--- config.mk ---
export PLATFORM = sky130hd
export DESIGN_NAME = bgp_io_ctrl
export DESIGN_NICKNAME = d
export VERILOG_FILES = /design/src/rtl/bgp_io_pkg.sv /design/src/rtl/bgp_io_ctrl_settle_fsm.sv /design/src/rtl/bgp_io_ctrl.sv
export SDC_FILE = /design/constraint.sdc
export NUM_CORES = 1
export LEC_CHECK = 0
export BUFFER_PORTS_ARGS = -buffer_cell sky130_fd_sc_hd__buf_2
export CORE_UTILIZATION = 50
export CTS_CLUSTER_SIZE = 14
export DETAILED_ROUTE_END_ITERATION = 8
export HOLD_SLACK_MARGIN = 0.15
export PLACE_DENSITY = 0.8
export REMOVE_ABC_BUFFERS = 1
export SLEW_MARGIN = 10
export SYNTH_ARGS = -nofsm -noshare
export SYNTH_HDL_FRONTEND = slang
export SYNTH_SLANG_ARGS = --single-unit
--- constraint.sdc ---
create_clock -name wb_clk_i -period 2.2 [get_ports wb_clk_i]
set_input_delay 0 -clock wb_clk_i [delete_from_list [all_inputs] [get_ports wb_clk_i]]
set_output_delay 0 -clock wb_clk_i [all_outputs]
set_load 0.01 [all_outputs]
--- src/rtl/bgp_io_pkg.sv ---
// Shared types and constants for the bandgap IO controller: FSM states,
// register word offsets, CTRL bit positions and the byte-select merge helper.
package bgp_io_pkg;

    typedef enum logic [1:0] {
        ST_OFF    = 2'd0,
        ST_SETTLE = 2'd1,
        ST_READY  = 2'd2
    } state_e;

    localparam logic [3:0] OFS_CTRL   = 4'd0;
    localparam logic [3:0] OFS_STATUS = 4'd1;
    localparam logic [3:0] OFS_SETTLE = 4'd2;
    localparam logic [3:0] OFS_OUT_LO = 4'd3;
    localparam logic [3:0] OFS_OUT_HI = 4'd4;
    localparam logic [3:0] OFS_OEB_LO = 4'd5;
    localparam logic [3:0] OFS_OEB_HI = 4'd6;
    localparam logic [3:0] OFS_IN_LO  = 4'd7;
    localparam logic [3:0] OFS_IN_HI  = 4'd8;
    localparam logic [3:0] OFS_IRQ    = 4'd9;

    localparam int unsigned CTRL_EN = 0;
    localparam int unsigned CTRL_IE = 1;

    // Merge a Wishbone write into the current word, one byte lane per select bit.
    function automatic logic [31:0] apply_sel(input logic [31:0] old_val,
                                              input logic [31:0] new_val,
                                              input logic [3:0]  sel);
        logic [31:0] res;
        res = old_val;
        for (int b = 0; b < 4; b++) begin
            if (sel[b]) res[8*b +: 8] = new_val[8*b +: 8];
        end
        return res;
    endfunction

endpackage

--- src/rtl/bgp_io_ctrl_settle_fsm.sv ---
// Bandgap settle sequencer: enables the bandgap, waits the programmed number
// of cycles, then reports ready. done_pulse marks the cycle that enters READY.
module bgp_settle_fsm
    import bgp_io_pkg::*;
(
    input  logic        clk,
    input  logic        rst,
    input  logic        en,
    input  logic [15:0] settle_val,
    output logic        bgp_en,
    output logic        ready,
    output logic        done_pulse,
    output logic [1:0]  state
);

    state_e      st_q;
    logic [15:0] cnt_q;

    // A load of N spends max(N,1) cycles in SETTLE before READY.
    assign done_pulse = (st_q == ST_SETTLE) && en && (cnt_q <= 16'd1);
    assign state      = st_q;

    always_ff @(posedge clk) begin
        if (rst) begin
            st_q   <= ST_OFF;
            cnt_q  <= 16'd0;
            bgp_en <= 1'b0;
            ready  <= 1'b0;
        end else begin
            case (st_q)
                ST_OFF: begin
                    if (en) begin
                        st_q   <= ST_SETTLE;
                        cnt_q  <= settle_val;
                        bgp_en <= 1'b1;
                    end
                end
                ST_SETTLE: begin
                    if (!en) begin
                        st_q   <= ST_OFF;
                        bgp_en <= 1'b0;
                    end else if (cnt_q <= 16'd1) begin
                        st_q  <= ST_READY;
                        ready <= 1'b1;
                    end else begin
                        cnt_q <= cnt_q - 16'd1;
                    end
                end
                ST_READY: begin
                    if (!en) begin
                        st_q   <= ST_OFF;
                        bgp_en <= 1'b0;
                        ready  <= 1'b0;
                    end
                end
                default: begin
                    st_q   <= ST_OFF;
                    bgp_en <= 1'b0;
                    ready  <= 1'b0;
                end
            endcase
        end
    end

endmodule

--- src/rtl/bgp_io_ctrl.sv ---
// Wishbone-mapped GPIO bank and bandgap settle manager for the bandgap user
// project; analog pads named in ANA_MASK are held high-Z.
module bgp_io_ctrl
    import bgp_io_pkg::*;
#(
    parameter int unsigned NUM_IO     = 38,
    parameter logic [31:0] BASE_ADR   = 32'h3000_0000,
    parameter logic [63:0] ANA_MASK   = 64'h0,
    parameter logic [15:0] SETTLE_RST = 16'd1000
) (
    input  logic              wb_clk_i,
    input  logic              wb_rst_i,
    input  logic              wbs_stb_i,
    input  logic              wbs_cyc_i,
    input  logic              wbs_we_i,
    input  logic [3:0]        wbs_sel_i,
    input  logic [31:0]       wbs_dat_i,
    input  logic [31:0]       wbs_adr_i,
    output logic              wbs_ack_o,
    output logic [31:0]       wbs_dat_o,
    input  logic [NUM_IO-1:0] io_in,
    output logic [NUM_IO-1:0] io_out,
    output logic [NUM_IO-1:0] io_oeb,
    output logic              bgp_en_o,
    output logic              bgp_ready_o,
    output logic              irq_o
);

    localparam logic [63:0] IO_MASK = (NUM_IO >= 64) ? {64{1'b1}}
                                                     : ((64'd1 << NUM_IO) - 64'd1);

    logic [1:0]        ctrl_q;
    logic [15:0]       settle_q;
    logic [63:0]       out_q;
    logic [63:0]       oeb_q;
    logic [NUM_IO-1:0] sync1_q;
    logic [NUM_IO-1:0] sync2_q;
    logic              pending_q;

    logic        hit;
    logic        access;
    logic        wr;
    logic [3:0]  ofs;
    logic [31:0] rdata;
    logic [31:0] wr_word;
    logic [63:0] in64;
    logic [1:0]  fsm_state;
    logic        done_pulse;
    logic        unused_adr;

    assign unused_adr = &{1'b0, wbs_adr_i[7:6], wbs_adr_i[1:0]};

    // One ack per hit, never back-to-back, so a held strobe acks every other cycle.
    assign hit    = wbs_stb_i & wbs_cyc_i & (wbs_adr_i[31:8] == BASE_ADR[31:8]);
    assign access = hit & ~wbs_ack_o;
    assign wr     = access & wbs_we_i;
    assign ofs    = wbs_adr_i[5:2];
    assign in64   = 64'(sync2_q);

    always_comb begin
        rdata = 32'd0;
        case (ofs)
            OFS_CTRL:   rdata = 32'(ctrl_q);
            OFS_STATUS: rdata = 32'({bgp_ready_o, fsm_state});
            OFS_SETTLE: rdata = 32'(settle_q);
            OFS_OUT_LO: rdata = out_q[31:0];
            OFS_OUT_HI: rdata = out_q[63:32];
            OFS_OEB_LO: rdata = oeb_q[31:0];
            OFS_OEB_HI: rdata = oeb_q[63:32];
            OFS_IN_LO:  rdata = in64[31:0];
            OFS_IN_HI:  rdata = in64[63:32];
            OFS_IRQ:    rdata = 32'(pending_q);
            default:    rdata = 32'd0;
        endcase
    end

    // Readback of the writable registers doubles as the old value for byte merging.
    assign wr_word = apply_sel(rdata, wbs_dat_i, wbs_sel_i);

    always_ff @(posedge wb_clk_i) begin
        if (wb_rst_i) begin
            wbs_ack_o <= 1'b0;
            wbs_dat_o <= 32'd0;
            ctrl_q    <= 2'd0;
            settle_q  <= SETTLE_RST;
            out_q     <= 64'd0;
            oeb_q     <= IO_MASK;
            pending_q <= 1'b0;
            irq_o     <= 1'b0;
            io_out    <= '0;
            io_oeb    <= '1;
            sync1_q   <= '0;
            sync2_q   <= '0;
        end else begin
            wbs_ack_o <= access;
            wbs_dat_o <= access ? rdata : 32'd0;

            if (wr) begin
                case (ofs)
                    OFS_CTRL:   ctrl_q   <= wr_word[1:0];
                    OFS_SETTLE: settle_q <= wr_word[15:0];
                    OFS_OUT_LO: out_q    <= {out_q[63:32], wr_word} & IO_MASK;
                    OFS_OUT_HI: out_q    <= {wr_word, out_q[31:0]} & IO_MASK;
                    OFS_OEB_LO: oeb_q    <= {oeb_q[63:32], wr_word} & IO_MASK;
                    OFS_OEB_HI: oeb_q    <= {wr_word, oeb_q[31:0]} & IO_MASK;
                    default: ;
                endcase
            end

            // Completion beats a same-cycle write-1-to-clear.
            if (done_pulse) begin
                pending_q <= 1'b1;
            end else if (wr && (ofs == OFS_IRQ) && wbs_sel_i[0] && wbs_dat_i[0]) begin
                pending_q <= 1'b0;
            end

            irq_o   <= pending_q & ctrl_q[CTRL_IE];
            io_out  <= NUM_IO'(out_q & ~ANA_MASK);
            io_oeb  <= NUM_IO'(oeb_q | ANA_MASK);
            sync1_q <= io_in;
            sync2_q <= sync1_q;
        end
    end

    bgp_settle_fsm u_settle_fsm (
        .clk        (wb_clk_i),
        .rst        (wb_rst_i),
        .en         (ctrl_q[CTRL_EN]),
        .settle_val (settle_q),
        .bgp_en     (bgp_en_o),
        .ready      (bgp_ready_o),
        .done_pulse (done_pulse),
        .state      (fsm_state)
    );

endmodule

==> run metrics, run 1 <==
Placed Cells incl. Taps about 1600; worst reg2reg path startpoint wbs_ack_o$_SDFF_PP0_; Synth cell types 66; worst r2r dst out_q[14]$_SDFFE_PP0P_; Final nets 1594; Pins Over Slew Limit 0; Critical Path AT between 2000 and 3000 ps; setup violation total in the final timing report 0; status complete, no violations; Routed WL per cell around 18 um; Max-cap violations 0; post-place instance area 0.0127 mm2; Routed Antenna Nets 0; register bit total from synthesis about 300; Via-to-Cell Ratio roughly 5.5; Final Skew ~15 ps; Post-Layout Cell Count 1778; Yosys warning total 0; Die W about 150 um; final core utilization approximately two thirds; Hold Fails Final Rpt 0; CTS sink cnt about 300; Worst-path clk slew approximately 60 ps; top-area cell type share of the netlist area ~54%; Final Instance Area 0.0150 mm2; vias in the first global route 9655; fmax roughly 470 MHz; Skew-Pair Late Insertion Delay 550 ps; die height 152 um; Synth area leader dfxtp_1; final total power 11.4 mW; Post-synth EDFFs 0; Final period util around 100%; leakage power around 6.1 nW; Mapped Area roughly 0.011 mm2; # rows 54; crit path launch type input pin; final worst slack a little under 60 ps; Top FF cell, synth dfxtp_1; drt pass-1 iters 5; core box area around 0.022 mm2; Post-route DRC 0; gr ovfl total 0; Num CTS Buffers 29; kind of critical path in -> reg; post-synthesis sequential area ratio approximately 54%; setup TNS 0 ps; io pins around 220; Avg Cell Area, Syn roughly 9.8 um2; Worst Hold Class in -> reg; initial antenna violation count 0; first-pass GRT wire length a little under 50000 um; worst vdd ir 0.653 mV; Slew HR around 29%; slew at the pin with the worst max-slew slack about 1100 ps; Setup crit start wbs_adr_i[2]; # H-tree levels 1; DP HPWL between 15000 and 20000 um; minimum clock period ~2100 ps; Cell Pwr Density between 700 and 800 mW/mm2; initial core utilization 51.2%; Worst R2R Setup Slack about 110 ps; final WL around 32000 um; Post-Place Setup Slack approximately 160 ps; Die ar. ~0.023 mm2; CP required 2610 ps; largest net degree at the start of global routing 101; CP endpoint kind flop; cells on worst reg2reg path 5; layout cell share with drive strength beyond 1 around a quarter; number of DRC markers in iteration 0 ~750; ANT cells 0; Via Count 9827; CP Capture Point out_q[8]$_SDFFE_PP0P_; async set-reset flop share out of synthesis 0%; clock root buffer master clkbuf_16; gr usage total 27.3%; largest fanout on the critical path 14; Fin Hold WS ~180 ps; PortBufs about 220; dominant cell by count in the synthesized netlist dfxtp_1; Synth area leaders dfxtp_1, nor2b_1, mux2i_1, a21oi_1, or2_2; CTS tree done; routability cong. about 0.91; top cells by count, synth dfxtp_1, nor2b_1, a21oi_1, nand2_1, mux2i_1; Area growth, synth to finish 33.4%; post-synthesis cell count 1139; CTS Buffer Depth 3
[how the worst min path moves through the flow]
stage	to	from	cells past startpoint	slack, ps
2_1_floorplan	io_out[0]$_SDFF_PP0_	wb_rst_i	1	70
3_3_place_gp	sync1_q[32]$_SDFF_PP0_	io_in[32]	2	210
3_5_place_dp	sync1_q[21]$_SDFF_PP0_	io_in[21]	2	210
4_1_cts	oeb_q[14]$_SDFFE_PP1P_	wbs_sel_i[1]	6	150
5_1_grt	wbs_dat_o[4]$_SDFF_PP0_	wbs_adr_i[29]	5	220
6_report	oeb_q[14]$_SDFFE_PP1P_	wbs_sel_i[1]	6	180
[cell type report]
class | count | area [um2]
Fill cell | 1657 | 6930
Sequential cell | 301 | 6030
Multi-Input combinational cell | 738 | 4800
Timing Repair Buffer | 391 | 2740
Clock buffer | 40 | 797
Tap cell | 280 | 350
Clock inverter | 11 | 186
Inverter | 17 | 63.8
[critical path: stages]
cell	delay (ps)
dlygate4sd3_1	520
buf_2	240
buf_4	250
nor2_1	90
buf_4	150
a22oi_1	210
o21ai_0	150
mux2i_1	270
dlygate4sd3_1	610
o2bb2ai_1	60
[power by group]
part	total (mW)	internal [mW]	leakage [nW]	switching, mW
sequential	5.53	5.51	2.44	0.0159
combinational	0.739	0.378	3.22	0.361
clock	5.17	3.11	0.479	2.06
total	11.4	9.00	6.14	2.44
[state kept, by name, summed over array words and instances (netlist names)]
name,cells
io_out,38
settle_q,16
out_q,38
sync1_q,38
irq_o,1
pending_q,1
u_settle_fsm.bgp_en,1
io_oeb,38
u_settle_fsm.ready,1
wbs_ack_o,1
wbs_dat_o,32
oeb_q,38
ctrl_q,2
u_settle_fsm.state,2
u_settle_fsm.cnt_q,16
sync2_q,38
[repair_timing]
| item | in CTS | in global routing |
|---|---|---|
| hold endpoints to repair | 189 | 0 |
| hold buffers | 125 | 0 |
| buffers inserted | 0 | 4 |
| endpoints found under the setup margin | 0 | 31 |
| gates resized for setup | 0 | 6 |
[kinds of logic after synthesis]
family / count (synthesis) / share of synthesized area (%)
fa+ha+maj: 5 / 0.558
buf+inv: 100 / 3.81
compound gates: 258 / 15.3
simple gates: 415 / 21.2
mux: 60 / 5.39
flops: 301 / 53.7
[layer usage]
layer	up-vias	routed length, um	global-route usage [%]
met4	0	792	10.2
met2	383	15800	47.5
met5	-	0	0
met3	59	2060	4.16
met1	4724	13600	33.9
li1	4661	-	-
[placed cells by master, fill, tap and decap left out, drive strengths merged, types with 8 or more instances in the layout]
master       count
o211ai          19
o2bb2ai         23
a21oi           62
nor2            48
nor4            12
nand3b           8
clkbuf          40
mux2i           57
dfxtp          301
a22oi           15
buf            266
nor3            12
a22o             8
a31oi           15
dlygate4sd3    125
or2             43
nand3           22
inv             16
o31ai           24
nand2           62
o21ai           52
nor2b          150
No activity file was read; power rests on OpenSTA's default activity.
==> run 2, diff against run 1 <==
Settings changed: MAX_ROUTING_LAYER set to met4.
==> run 2 against run 1 <==
  * Critical path depth decreased by 4
  * Cell area shrank 0.37%
  * Hold slack lost 21 ps
  * Die area stayed put
  * Utilization down 0.25 points
  * Sequential power hardly changed
  * Register-to-register slack improved by 20 ps
  * Wire length about the same
  * Via count up 0.25%
  * First-iteration DRC count down 22%
  * Sequential cell count is the same
  * Count of clock-buffer cells in the layout fell by 1
  * Critical path type is now reg -> reg
  * Critical endpoint is now out_q[21]$_SDFFE_PP0P_
  * Largest power group unchanged
==> run metrics, run 2 (synthesized netlist as in run 1, its figures left out) <==
status complete, no violations; final WL 32200 um (about the same); Cell Pwr Density 766 mW/mm2 (+0.26%); io pins 223 (unchanged); Post-Layout Cell Count 1770 (-0.45%); vias in the first global route 9522 (-1.4%); slew at the pin with the worst max-slew slack 1010 ps (-62.3 ps); clock root buffer master clkbuf_16; Skew-Pair Late Insertion Delay 560 ps (about the same); hold path cells 4 (-2); initial core utilization 51.2% (unchanged); Final period util 94.0% (-3.3 points); leakage power 6.11 nW (-0.48%); Worst Hold Class in -> reg; layout cell share with drive strength beyond 1 25.2% (+0.47 points); Setup crit start wbs_ack_o$_SDFF_PP0_; Final nets 1584 (-0.63%); CTS tree done; # H-tree levels 1 (unchanged); commonest non-fill, non-tap cell in the layout dfxtp_1; Max-cap violations 0 (unchanged); Via-to-Cell Ratio 5.57 (+0.71%); gr usage total 28.3% (+1.0 points); Area growth, synth to finish 32.9%; drt pass-1 iters 5 (unchanged); Post-route DRC 0 (unchanged); setup violation total in the final timing report 0 (unchanged); worst stage delay on the critical path 470 ps (-140 ps); CTS Buffer Depth 3 (unchanged); gr ovfl total 0 (unchanged); ANT cells 0 (unchanged); Fin Hold WS 156 ps (-21.1 ps); Worst R2R Setup Slack 130 ps (+20 ps); kind of critical path reg -> reg; Routed WL per cell 18.2 um (+0.38%); Placed Cells incl. Taps 1597 (-0.063%); die height 152 um (unchanged); number of DRC markers in iteration 0 585 (-22%); largest fanout on the critical path 16 (+2); Die ar. 0.0230 mm2 (unchanged); Crit-path slowest cell or2_1; Critical Path AT 2550 ps (about the same); Setup Buffers After CTS 0 (unchanged); Die W 152 um (unchanged); crit path launch type flop; CP Capture Point out_q[21]$_SDFFE_PP0P_; cells on worst reg2reg path 6 (+1); Routed Antenna Nets 0 (unchanged); Pins Over Slew Limit 0 (unchanged); largest net degree at the start of global routing 109 (+7.9%); # rows 54 (unchanged); routability cong. 0.924 (+1.8%); PortBufs 218 (unchanged); Hold Fails Final Rpt 0 (unchanged); fmax 484 MHz (+3.5%); Final Skew 14.5 ps (-0.249 ps); worst r2r dst out_q[21]$_SDFFE_PP0P_; Slew HR 32.7% (+4.2 points); minimum clock period 2070 ps (-73.3 ps); CTS sink cnt 301 (unchanged); CP endpoint kind flop; worst vdd ir 0.635 mV (-2.9%); # fillers 1653 (-0.24%); worst reg2reg path startpoint wbs_ack_o$_SDFF_PP0_; final total power 11.4 mW (-0.11%); Num CTS Buffers 30 (+3.4%); Worst-path clk slew 60 ps (about the same); first-pass GRT wire length 49600 um (+0.33%); core box area 0.0219 mm2 (unchanged); setup TNS 0 ps (unchanged); Cell Chain, Critical Path nor4_1, and4_1, nand3_1, or2_1, buf_12, o2bb2ai_1; DP HPWL 20000 um (+1.6%); Via Count 9852 (+0.25%); unrepaired setup endpoints after global routing false; initial antenna violation count 0 (unchanged); commonest non-fill, non-tap cells in the layout dfxtp_1, buf_2, nor2b_1; CP required 2680 ps (+70 ps)
[run 2: changes by cell type in the layout (fill, tap and decap cells not counted), sizes merged]
cell	change
dlygate4sd3	-6
buf	-5
clkbuf	-1
bufinv	-3
clkinv	+5
clkinvlp	+2
[run 2: through the flow]
step	utilization (%)	instance area, um2	setup slack [ps]
after global placement	57.9	12700	216
after detailed placement	57.9	12700	129
after CTS	68.0	14900	23.7
final	68.1	14900	132
after global routing	68.1	14900	14.3
after floorplan	-	10900	-1600
[run 2: final cells by class]
class                      instances  area (um2)  area share [%]
sequential                       301        6030            40.4
multi-input combinational        738        4810            32.3
timing repair buffer             380        2640            17.7
clock buffer                      39         865            5.80
tap                              280         350            2.35
clock inverter                    15         154            1.03
inverter                          17        63.8           0.428
[run 2: worst min-delay path by stage]
stage | from | endpoint | slack, ps
5_1_grt | wbs_adr_i[3] | wbs_dat_o[15]$_SDFF_PP0_ | 200
3_3_place_gp | io_in[32] | sync1_q[32]$_SDFF_PP0_ | 210
3_5_place_dp | io_in[8] | sync1_q[8]$_SDFF_PP0_ | 210
6_report | wbs_adr_i[3] | wbs_dat_o[15]$_SDFF_PP0_ | 160
2_1_floorplan | wb_rst_i | io_out[0]$_SDFF_PP0_ | 70
4_1_cts | wbs_adr_i[3] | wbs_dat_o[15]$_SDFF_PP0_ | 150
[run 2: power breakdown]
group          switching, mW  internal, mW
combinational          0.359         0.364
clock                   2.16          3.01
sequential            0.0170          5.51
total                   2.54          8.89
[run 2: what timing repair did]
action,CTS,global route
gates resized for setup,0,6
endpoints found under the hold margin,185,0
setup endpoints to repair,0,15
hold buffers,119,0
[run 2: worst max-delay path: cells and delay by family, from the launching register on]
kind	cells	cell delay, ps
AO/OA/AOI/OAI	1	170
buffers and inverters	1	260
flip-flops	1	310
AND/OR/NAND/NOR	4	1250
[run 2: layer usage]
metal  track usage (%)  wire length [um]
met5                 -                 0
met4              10.4               994
met3              3.83              1930
met2              47.3             15600
met1              34.9             13700
==> run 3, diff against run 2 <==
Settings changed: BUFFER_PORTS_ARGS -buffer_cell sky130_fd_sc_hd__buf_2 to -buffer_cell sky130_fd_sc_hd__buf_4.
==> run 3 against run 2 <==
  * Die area unchanged
  * Wire length grew 3.3%
  * Clock power down 4.3%
  * First-iteration DRC count grew 15%
  * Global-route usage rose by 0.77 points
  * Sequential power hardly changed
  * Count of clock-buffer cells in the layout unchanged
  * Non-clock buffer count is 9 higher
  * Via count about the same
  * Largest cell class unchanged
  * Largest power group unchanged
  * Highest routed layer unchanged
==> run metrics, run 3 (synthesized netlist as in run 1, its figures left out) <==
commonest non-fill, non-tap cell in the layout dfxtp_1; register area 0.00603 mm2 (unchanged); Worst Hold Class in -> reg; leakage power 6.27 nW (+2.6%); Worst-path clk slew 60 ps (about the same); largest fanout on the critical path 18 (+2); gr ovfl total 0 (unchanged); Num CTS Buffers 29 (-3.3%); status complete, no violations; Worst R2R Setup Slack 150 ps (+20 ps); # fillers 1591 (-3.8%); # rows 54 (unchanged); fmax 464 MHz (-4.1%); initial core utilization 51.2% (unchanged); first-pass GRT wire length 50200 um (+1.3%); met2 track demand over resource 47.9% (+0.57 points); post-place instance area 0.0132 mm2 (+4.1%); GR peak layer met2; setup TNS 0 ps (unchanged); vias in the first global route 9506 (-0.17%); area of the multi-input gates 0.00480 mm2 (-0.10%); GR Layer Usage met1 35.8% (+0.92 points); Critical Path AT 2630 ps (+80 ps); number of DRC markers in iteration 0 671 (+15%); kind of critical path in -> reg; CTS Buffer Depth 3 (unchanged); initial antenna violation count 0 (unchanged); Crit-path slowest cell dlygate4sd3_1; setup violation total in the final timing report 0 (unchanged); die height 152 um (unchanged); Cell Chain, Critical Path dlygate4sd3_1, buf_4, buf_4, mux2i_1, o21ai_0, mux2i_1, dlygate4sd3_1, o211ai_1; Routed Antenna Nets 0 (unchanged); final core utilization 70.8% (+2.6 points); layout cell share with drive strength beyond 1 24.2% (-0.94 points); worst vdd ir 0.539 mV (-15%); minimum clock period 2160 ps (+88.5 ps); unrepaired setup endpoints after global routing true; Placed Cells incl. Taps 1593 (-0.25%); clock root buffer master clkbuf_16; Comb pwr share 7.1% (+0.8 points); final WL 33300 um (+3.3%); Hold Fails Final Rpt 0 (unchanged); CTS sink cnt 301 (unchanged); Post-Layout Cell Count 1774 (+0.23%); Area growth, synth to finish 38.1%; Psw 2.44 mW (-3.9%); Die W 152 um (unchanged); Final nets 1592 (+0.51%); commonest non-fill, non-tap cells in the layout dfxtp_1, buf_4, nor2b_1; Cell Pwr Density 728 mW/mm2 (-5.0%); clock group share of total power 43.9% (-1.4 points); Routed WL per cell 18.8 um (+3.1%); core box area 0.0219 mm2 (unchanged); CTS tree done; drt pass-1 iters 5 (unchanged); gr usage total 29.1% (+0.77 points); Pins Over Slew Limit 0 (unchanged); crit path launch type input pin; Slew HR 30.2% (-2.5 points); CP required 2670 ps (about the same); Final Skew 15.1 ps (+0.572 ps); Via-to-Cell Ratio 5.56 (-0.16%); Reg power frac 49.0% (+0.6 points); Switching Share 21.7% (-0.59 points); Die ar. 0.0230 mm2 (unchanged); Pint 8.84 mW (-0.55%); # H-tree levels 1 (unchanged); Final Instance Area 0.0155 mm2 (+3.9%); PortBufs 218 (unchanged); Final period util 98.0% (+4.0 points); CP endpoint kind flop; io pins 223 (unchanged); slew at the pin with the worst max-slew slack 1040 ps (+37.0 ps); DP HPWL 20100 um (+0.85%); Post-route DRC 0 (unchanged); worst stage delay on the critical path 610 ps (+140 ps); largest net degree at the start of global routing 129 (+18%); M3 GR Usage 3.47% (-0.36 points); routability cong. 0.942 (+2.0%); ANT cells 0 (unchanged); Via Count 9858 (+0.061%); Skew-Pair Late Insertion Delay 550 ps (about the same); Max-cap violations 0 (unchanged)
-- run 3: cell count changes in the layout (fill, tap and decap cells not counted), sizes merged --
cell,previous run,this run
dlygate4sd3,119,131
clkinv,11,7
buf,261,258
clkinvlp,3,1
bufinv,2,3
-- run 3: worst paths after layout --
check | endpoint | depth (start not counted) | start
setup / recovery | oeb_q[16]$_SDFFE_PP1P_ | 8 | wbs_adr_i[3]
hold / removal | settle_q[2]$_SDFFE_PP0P_ | 5 | wbs_adr_i[14]
setup reg to reg | out_q[14]$_SDFFE_PP0P_ | 5 | wbs_ack_o$_SDFF_PP0_
hold reg to reg | sync2_q[3]$_SDFF_PP0_ | 1 | sync1_q[3]$_SDFF_PP0_
-- run 3: routing by layer --
metal,up-vias,part of all wire (%)
met5,-,0
met4,0,3.9
met3,91,6.6
met2,419,48
met1,4686,41
li1,4662,-
-- run 3: power groups by stage --
stage / Sequential, mW / Clock [mW] / Combinational [mW]
2_1_floorplan: 5.64 / 0 / 0.218
5_1_grt: 5.53 / 5.23 / 0.849
6_report: 5.53 / 4.95 / 0.797
4_1_cts: 5.53 / 4.98 / 0.770
3_3_place_gp: 5.65 / 0 / 0.567
3_5_place_dp: 5.65 / 0 / 0.575
-- run 3: per-stage QoR --
stage / hold slack [ps] / setup WS, ps / power, mW
final: 196 / 44.0 / 11.3
after global routing: 198 / -0.997 / 11.6
after CTS: 183 / 19.6 / 11.3
after detailed placement: 214 / 134 / 6.23
after global placement: 213 / 194 / 6.22
after floorplan: 66.7 / -1600 / 5.86
-- run 3: worst max-delay path, delay by kind of cell --
| kind | cells | cell delay (ps) |
|---|---|---|
| compound gates | 2 | 520 |
| buf+inv | 4 | 1840 |
| mux | 2 | 260 |
-- run 3: area by class of cell --
class | instances | share of cell area (%)
Sequential cell | 301 | 38.9
Multi-Input combinational cell | 738 | 31.0
Timing Repair Buffer | 389 | 21.3
Clock buffer | 39 | 5.19
Tap cell | 280 | 2.26
Clock inverter | 10 | 0.872
Inverter | 17 | 0.412
-- run 3: timing repair --
item,in CTS,in global routing
gates resized for setup,0,6
hold buffers,131,0
hold endpoints to repair,193,0
setup buffers,0,1
setup endpoints to repair,0,32
